## src/rtl/add_round_key_stage.sv

```systemverilog
// add_round_key_stage: registered AES-128 AddRoundKey stage with an on-the-fly key schedule.
// Bit order: spec bit 0 (MSB of byte 0) is vector bit 127; column c occupies [127-32*c -: 32].
// Optional macro ARK_ROUND_KEY_OUT_EN adds a registered round_key_out debug port.
module add_round_key_stage #(
    parameter int unsigned NR = 10
) (
    input  logic         clk,
    input  logic         rst_n,
    input  logic         key_load,
    input  logic [127:0] key_in,
    input  logic         in_valid,
    output logic         in_ready,
    input  logic [127:0] state_in,
    output logic         out_valid,
    input  logic         out_ready,
    output logic [127:0] state_out,
    output logic [3:0]   round_out,
    output logic         key_valid
`ifdef ARK_ROUND_KEY_OUT_EN
    ,
    output logic [127:0] round_key_out
`endif
);

    localparam int unsigned BW = 128;
    localparam int unsigned RW = 4;

    localparam logic [0:0] NO_KEY = 1'b0;
    localparam logic [0:0] RUN    = 1'b1;

    logic [0:0]    fsm_q, fsm_d;
    logic [BW-1:0] cipher_key_q, cipher_key_d;
    logic [BW-1:0] round_key_q, round_key_d;
    logic [RW-1:0] round_q, round_d;
    logic [7:0]    rcon_q, rcon_d;
    logic          key_valid_q, key_valid_d;
    logic          out_valid_q, out_valid_d;
    logic [BW-1:0] state_out_q, state_out_d;
    logic [RW-1:0] round_out_q, round_out_d;
`ifdef ARK_ROUND_KEY_OUT_EN
    logic [BW-1:0] round_key_out_q, round_key_out_d;
`endif

    logic          in_ready_c;
    logic          xfer_c;
    logic [BW-1:0] round_key_next_c;

    function automatic logic [7:0] xtime(input logic [7:0] x);
        return {x[6:0], 1'b0} ^ (x[7] ? 8'h1b : 8'h00);
    endfunction

    function automatic logic [7:0] gf_mul(input logic [7:0] a, input logic [7:0] b);
        logic [7:0] p;
        logic [7:0] aa;
        p  = 8'h00;
        aa = a;
        for (int unsigned i = 0; i < 8; i++) begin
            if (b[i]) p = p ^ aa;
            aa = xtime(aa);
        end
        return p;
    endfunction

    // S-box as multiplicative inverse (x^254) followed by the FIPS-197 affine map.
    function automatic logic [7:0] sbox(input logic [7:0] x);
        logic [7:0] p;
        logic [7:0] r;
        p = gf_mul(x, x);
        r = p;
        for (int unsigned i = 0; i < 6; i++) begin
            p = gf_mul(p, p);
            r = gf_mul(r, p);
        end
        return r ^ {r[6:0], r[7]} ^ {r[5:0], r[7:6]} ^ {r[4:0], r[7:5]} ^ {r[3:0], r[7:4]} ^ 8'h63;
    endfunction

    function automatic logic [31:0] sub_word(input logic [31:0] w);
        return {sbox(w[31:24]), sbox(w[23:16]), sbox(w[15:8]), sbox(w[7:0])};
    endfunction

    function automatic logic [BW-1:0] next_round_key(input logic [BW-1:0] k, input logic [7:0] rc);
        logic [31:0] w0, w1, w2, w3, t;
        w0 = k[127:96];
        w1 = k[95:64];
        w2 = k[63:32];
        w3 = k[31:0];
        t  = sub_word({w3[23:0], w3[31:24]}) ^ {rc, 24'h000000};
        w0 = w0 ^ t;
        w1 = w1 ^ w0;
        w2 = w2 ^ w1;
        w3 = w3 ^ w2;
        return {w0, w1, w2, w3};
    endfunction

    assign in_ready  = in_ready_c;
    assign out_valid = out_valid_q;
    assign state_out = state_out_q;
    assign round_out = round_out_q;
    assign key_valid = key_valid_q;
`ifdef ARK_ROUND_KEY_OUT_EN
    assign round_key_out = round_key_out_q;
`endif

    // FSM state register.
    always_ff @(posedge clk or negedge rst_n) begin
        if (!rst_n) fsm_q <= NO_KEY;
        else        fsm_q <= fsm_d;
    end

    // Next-state, handshake, key schedule and output datapath.
    always_comb begin
        fsm_d        = fsm_q;
        cipher_key_d = cipher_key_q;
        round_key_d  = round_key_q;
        round_d      = round_q;
        rcon_d       = rcon_q;
        key_valid_d  = key_valid_q;
        out_valid_d  = out_valid_q;
        state_out_d  = state_out_q;
        round_out_d  = round_out_q;
`ifdef ARK_ROUND_KEY_OUT_EN
        round_key_out_d = round_key_out_q;
`endif

        round_key_next_c = next_round_key(round_key_q, rcon_q);
        in_ready_c = (fsm_q == RUN) && !key_load && (!out_valid_q || out_ready);
        xfer_c     = in_valid && in_ready_c;

        if (key_load) begin
            fsm_d        = RUN;
            cipher_key_d = key_in;
            round_key_d  = key_in;
            round_d      = '0;
            rcon_d       = 8'h01;
            key_valid_d  = 1'b1;
        end else if (xfer_c) begin
            if (round_q < RW'(NR)) begin
                round_key_d = round_key_next_c;
                round_d     = round_q + RW'(1);
                rcon_d      = xtime(rcon_q);
            end else begin
                round_key_d = cipher_key_q;
                round_d     = '0;
                rcon_d      = 8'h01;
            end
        end

        if (xfer_c) begin
            out_valid_d = 1'b1;
            state_out_d = state_in ^ round_key_q;
            round_out_d = round_q;
`ifdef ARK_ROUND_KEY_OUT_EN
            round_key_out_d = round_key_q;
`endif
        end else if (out_valid_q && out_ready) begin
            out_valid_d = 1'b0;
        end
    end

    // Datapath and key schedule registers.
    always_ff @(posedge clk or negedge rst_n) begin
        if (!rst_n) begin
            cipher_key_q <= '0;
            round_key_q  <= '0;
            round_q      <= '0;
            rcon_q       <= 8'h01;
            key_valid_q  <= 1'b0;
            out_valid_q  <= 1'b0;
            state_out_q  <= '0;
            round_out_q  <= '0;
`ifdef ARK_ROUND_KEY_OUT_EN
            round_key_out_q <= '0;
`endif
        end else begin
            cipher_key_q <= cipher_key_d;
            round_key_q  <= round_key_d;
            round_q      <= round_d;
            rcon_q       <= rcon_d;
            key_valid_q  <= key_valid_d;
            out_valid_q  <= out_valid_d;
            state_out_q  <= state_out_d;
            round_out_q  <= round_out_d;
`ifdef ARK_ROUND_KEY_OUT_EN
            round_key_out_q <= round_key_out_d;
`endif
        end
    end

endmodule

```

## config.mk

```make
export PLATFORM = sky130hd
export DESIGN_NAME = add_round_key_stage
export DESIGN_NICKNAME = d
export VERILOG_FILES = /design/src/rtl/add_round_key_stage.sv
export SDC_FILE = /design/constraint.sdc
export NUM_CORES = 2
export LEC_CHECK = 0
export ABC_CLOCK_PERIOD_IN_PS = 16350
export BUFFER_PORTS_ARGS = -buffer_cell sky130_fd_sc_hd__buf_2
export CORE_ASPECT_RATIO = 1.25
export CORE_MARGIN = 1.5
export CORE_UTILIZATION = 59
export DETAILED_ROUTE_END_ITERATION = 6
export PLACE_DENSITY = 0.8
export SLEW_MARGIN = 20
export SYNTH_ARGS = -nofsm -noshare
export SYNTH_HDL_FRONTEND = slang
export SYNTH_SLANG_ARGS = --single-unit
```

## constraint.sdc

```tcl
create_clock -name clk -period 16.35 [get_ports clk]
set_input_delay 0.8175 -clock clk [delete_from_list [all_inputs] [get_ports clk]]
set_output_delay 0.8175 -clock clk [all_outputs]
set_load 0.005 [all_outputs]
```

# == Word-level counts from Yosys, hierarchy flattened ==
# Cells that the tools add are included.
# totals
in_bits,261
regBits,402
output_inout_bits,135
word_cells,1510
# op_classes
bitwise_logic,727
n_addsub,1
magnitude_cmp,1
reduce_logical,9
muxes,764
# ops
operator,count
8-bit 2-to-1 mux,419
8-bit bitwise XOR,380
8-bit by 5-bit bitwise XOR with 8-bit output,337
5-bit 2-to-1 mux,337
128-bit 2-to-1 mux,3
32-bit bitwise XOR,5
128-bit bitwise XOR,1
4-bit NOT,4
4-bit 2-to-1 mux,3
"4-bit by 1-bit adder with 4-bit output, second input constant",1
1-bit logical AND,4
"4-bit less-than comparator, second input constant",1
2-bit nonzero test,2
1-bit zero test,2
1-bit 2-to-1 mux,2
1-bit logical OR,1

# == Longest topological paths before layout ==
# logic_depth
ltp_word,140
mapped_depth,67

# == Worst setup path after synthesis ==
# OpenSTA, ideal clock, no wires.
# synth_timing
path_type,register to register
startpoint,register round_key_q[16]
endpoint,register round_key_q[31]
n_path_buf,8
path_stages_with_launch,63
arrival_ps,15763
period_less_slack_ps,15889
path_slack_ps,461
setup_ps,126
path_cell_list,dfrtp_1 -> ha_1 -> buf_4 -> nand2_1 -> xnor2_2 -> inv_1 -> clkbuf_1 -> clkbuf_1 -> ha_1 -> clkbuf_1 -> and3_1 -> mux2i_1 -> xor2_1 -> xnor3_1 -> buf_2 -> clkinv_1 -> buf_2 -> ha_1 -> [... 27 more ...] -> xor3_2 -> xnor2_2 -> xnor3_1 -> nand2_1 -> xnor3_1 -> xnor3_1 -> xnor3_2 -> xnor2_4 -> nand2_2 -> xor2_1 -> xnor3_1 -> xnor3_1 -> xnor3_2 -> xnor3_2 -> xnor2_2 -> xnor2_2 -> xnor2_1 -> a221o_1
# synth_via
elab_chain_cells,135
elab_cells_between_ends,368
cone_classes,mux: 184; bitwise: 184
# synth_lines
element,line_no,rtl
"start, declared",33,"logic [BW-1:0] round_key_q, round_key_d;"
"start signal, assigned",176,round_key_q <= round_key_d;
8-bit 2-to-1 mux,58,if (b[i]) p = p ^ aa;
8-bit bitwise XOR,58,
8-bit 2-to-1 mux,58,
8-bit bitwise XOR,58,
8-bit 2-to-1 mux,58,
8-bit bitwise XOR,58,
8-bit 2-to-1 mux,58,
8-bit bitwise XOR,58,
[... 119 more ...],--,
32-bit bitwise XOR (*),87,"t = sub_word({w3[23:0], w3[31:24]}) ^ {rc, 24'h000000};"
32-bit bitwise XOR (*),88,w0 = w0 ^ t;
32-bit bitwise XOR (*),89,w1 = w1 ^ w0;
32-bit bitwise XOR (*),90,w2 = w2 ^ w1;
32-bit bitwise XOR (*),91,w3 = w3 ^ w2;
128-bit 2-to-1 mux (*),137,if (round_q < RW'(NR)) begin
128-bit 2-to-1 mux (*),136,end else if (xfer_c) begin
128-bit 2-to-1 mux (*),129,if (key_load) begin
# Every way passes the cells marked *; elsewhere a longest branch is shown, timed or not. The select of a mux whose other input is x is not followed.
# A chain may end at the register's enable or synchronous reset.

# == Worst setup path in the final report ==
# layout_timing
startpoint,register round_key_q[31]
endpoint,register round_key_q[3]
# layout_via
elab_chain_cells,136
elab_cells_between_ends,371
cone_classes,mux: 187; bitwise: 184
# layout_lines
element,line_no
5-bit 2-to-1 mux / 8-bit 2-to-1 mux (equally long branches),"49, 58"
8-bit by 5-bit bitwise XOR with 8-bit output / 8-bit bitwise XOR (equally long branches),"49, 58"
8-bit bitwise XOR / 8-bit 2-to-1 mux (equally long branches),58
8-bit 2-to-1 mux / 8-bit bitwise XOR (equally long branches),58
8-bit bitwise XOR / 8-bit 2-to-1 mux (equally long branches),58
8-bit 2-to-1 mux / 8-bit bitwise XOR (equally long branches),58
8-bit bitwise XOR / 8-bit 2-to-1 mux (equally long branches),58
8-bit 2-to-1 mux / 8-bit bitwise XOR (equally long branches),58
[... 120 more ...],--
32-bit bitwise XOR (*),87
32-bit bitwise XOR (*),88
32-bit bitwise XOR (*),89
32-bit bitwise XOR (*),90
32-bit bitwise XOR (*),91
128-bit 2-to-1 mux (*),137
128-bit 2-to-1 mux (*),136
128-bit 2-to-1 mux (*),129
# Marks and branches as above.

==> impl_metrics.env <==
export IMPL_cts_tree="built"
export IMPL_grt_ovfl_total=0
export IMPL_final_common_cell="xnor2_1"
export IMPL_yosysWarnings=0
export IMPL_min_period_ns=15.77
export IMPL_cpMostUsedCell="xnor3_1"
export IMPL_first_pass_iters=7
export IMPL_crit_fanout=10
export IMPL_path_clk_slew_ns=0.07
export IMPL_cts_path_max_buffers=3
export IMPL_synth_ff_type="dfrtp_1"
export IMPL_drc=10
export IMPL_grtUsageTotal=0.395
export IMPL_wl_um=264000
export IMPL_hpwl_um=200000
export IMPL_grt_max_degree=196
export IMPL_synth_net_count=9515
export IMPL_ant_nets=0
export IMPL_pin_count=396
export IMPL_hold_buffers=0
export IMPL_start_kind="flip-flop"
export IMPL_vias=71300
export IMPL_clk_latency_ns=0.69
export IMPL_grt_pass1_wl_um=402000
export IMPL_wl_per_cell_um=23.3
export IMPL_tightest_slew_ns=1.13
export IMPL_fin_cells=11300
export IMPL_slowest_stage="xnor3_2"
export IMPL_rows=146
export IMPL_worstSetupPathType="reg2reg"
export IMPL_path_buf_inv=4
export IMPL_hp_class="in2async"
export IMPL_yosysUniqueCellTypes=119
export IMPL_ys_async_sr_fraction=1.00
export IMPL_core_sq_um=126000
export IMPL_cp_data_arrival_time_ns=16.31
export IMPL_die_y_um=402
export IMPL_dr_first_iter_drc_count=7044
export IMPL_dieArea_sq_um=129000
export IMPL_status="finished, violations left"
export IMPL_grt_pass1_vias=68400
export IMPL_numPortBuffers=395
export IMPL_setup_viol=0
export IMPL_finalHoldViolCount=0
export IMPL_cp_slowest_stage_delay_ns=0.61
export IMPL_cts_root_buf="clkbuf_16"
export IMPL_initial_core_util=0.594
export IMPL_ys_seq_elements=402
export IMPL_mostFrequentLayoutCells="1,574 x xnor2_1, 1,219 x nor2_1, 984 x nand2_1"
export IMPL_post_route_period_util=0.964
export IMPL_drive_above_1_share=0.162
export IMPL_final_nets=9860
export IMPL_relSlewSlack=0.239
export IMPL_timing_hold_ws_ns=0.258
export IMPL_synth_edf_count=0
export IMPL_vias_per_cell=6.29
export IMPL_syn_avg_cell_area_sq_um=8.13
export IMPL_violations="DRC"
export IMPL_synth_area_sq_um=75000
export IMPL_max_cap_viol_count=0
export IMPL_synth_cells=9234
export IMPL_dp_cells=11200
export IMPL_r2r_slack_ns=0.58
export IMPL_cts_num_sinks=402
export IMPL_area_growth_pct=10.8
export IMPL_antenna_found_initial=24
export IMPL_cp_end_kind="flip-flop"
export IMPL_crit_required_ns=16.90
export IMPL_slew_violations=0
export IMPL_htreeDepth=2
export IMPL_finalClockSkew_ns=0.0593
export IMPL_ys_seq_area_frac=0.134
export IMPL_cts_buffers=48
export IMPL_dieWidth_um=322
export IMPL_cpLargestDelayFamily="XOR/XNOR gates"
export IMPL_place_congestion=1.03
export IMPL_fmax_mhz=63.4
## metal layers
metal	up-vias	wire [um]	track usage
met5	-	156	0
met4	24	17900	0.234
met3	868	24200	0.0795
met2	3616	123000	0.645
met1	34100	98600	0.481
li1	32600	-	-
## flip-flops by register name, indices dropped and copies added, names as in the netlist
register and flops:
rcon_q 8, round_q 4, out_valid 1, key_valid 1
state_out 128, cipher_key_q 128, round_key_q 128, round_out 4
## cells by family (layout without fill, tap and decap cells)
| kind of cell | count (synthesis) | in the layout | share of synthesized area |
|---|---|---|---|
| AOI/OAI and AO/OA | 1969 | 1969 | 0.168 |
| xor gates and xnor gates | 2720 | 2720 | 0.426 |
| adders and majority gates | 22 | 22 | 0.00360 |
| buffers and inverters | 759 | 1141 | 0.0454 |
| DFF | 402 | 402 | 0.134 |
| muxes | 360 | 360 | 0.0507 |
| other | 0 | 12 | 0 |
| and+or+nand+nor | 3002 | 3002 | 0.172 |
## final timing paths
kind	start	to	cells past startpoint
worst max-delay path	round_key_q[31]	round_key_q[3]	49
min in group clk	key_in[83]	round_key_q[83]	2
worst max register to register	round_key_q[31]	round_key_q[3]	49
max in group asynchronous	rst_n	key_valid	3
worst min register to register	state_out[9]	state_out[9]	2
worst min-delay path	rst_n	cipher_key_q[59]	1
## final cells by class
class                      count  area, sq um
clock inverter                27          312
antenna                       12         30.0
sequential                   402        10100
inverter                     133          499
clock buffer                  60         1290
tap                         1702         2130
timing repair buffer         921         6040
multi-input combinational   8073        62800
fill                       10900        43200
## metrics by stage
| stage | TNS, ns | utilization | setup WS [ns] | cell area [sq um] |
|---|---|---|---|---|
| 2_1_floorplan | 0 | - | 0.461 | 75000 |
| 3_3_place_gp | -0.00919 | 0.637 | -0.00919 | 80500 |
| 3_5_place_dp | -1.35 | 0.637 | -0.396 | 80500 |
| 4_1_cts | 0 | 0.650 | 0.0526 | 82200 |
| 5_1_grt | -0.00770 | 0.658 | -0.00633 | 83200 |
| 6_report | 0 | 0.658 | 0.582 | 83200 |
## Yosys cell counts, types with 53 or more instances
library cell,number,share of area
xnor2_1,1641,0.19
nor2_1,1225,0.061
nand2_1,987,0.049
o21ai_0,586,0.039
xor2_1,448,0.052
a21oi_1,434,0.029
dfrtp_1,401,0.13
xnor3_1,392,0.12
clkbuf_1,389,0.019
mux2i_1,217,0.029
nor3_1,204,0.014
nand3_1,188,0.013
mux2_2,139,0.021
inv_1,114,0.0057
buf_2,107,0.0071
o22ai_1,102,0.0085
xnor2_2,99,0.021
a22oi_1,79,0.0079
a211oi_1,76,0.0076
o211ai_1,74,0.0074
a31oi_1,72,0.0060
nor2b_1,62,0.0052
nand2b_1,60,0.0050
xor3_1,60,0.019
a222oi_1,59,0.0079
buf_1,53,0.0027
## repair_timing
item / 4_1_cts / 5_1_grt
endpoints found under the setup margin: 19 / 118
pin swaps: 0 / 9
gates resized for setup: 8 / 127
buffers inserted: 0 / 14
Power is not shown: default switching activity piles up to over one toggle a cycle in this logic, so the estimate is an artifact.
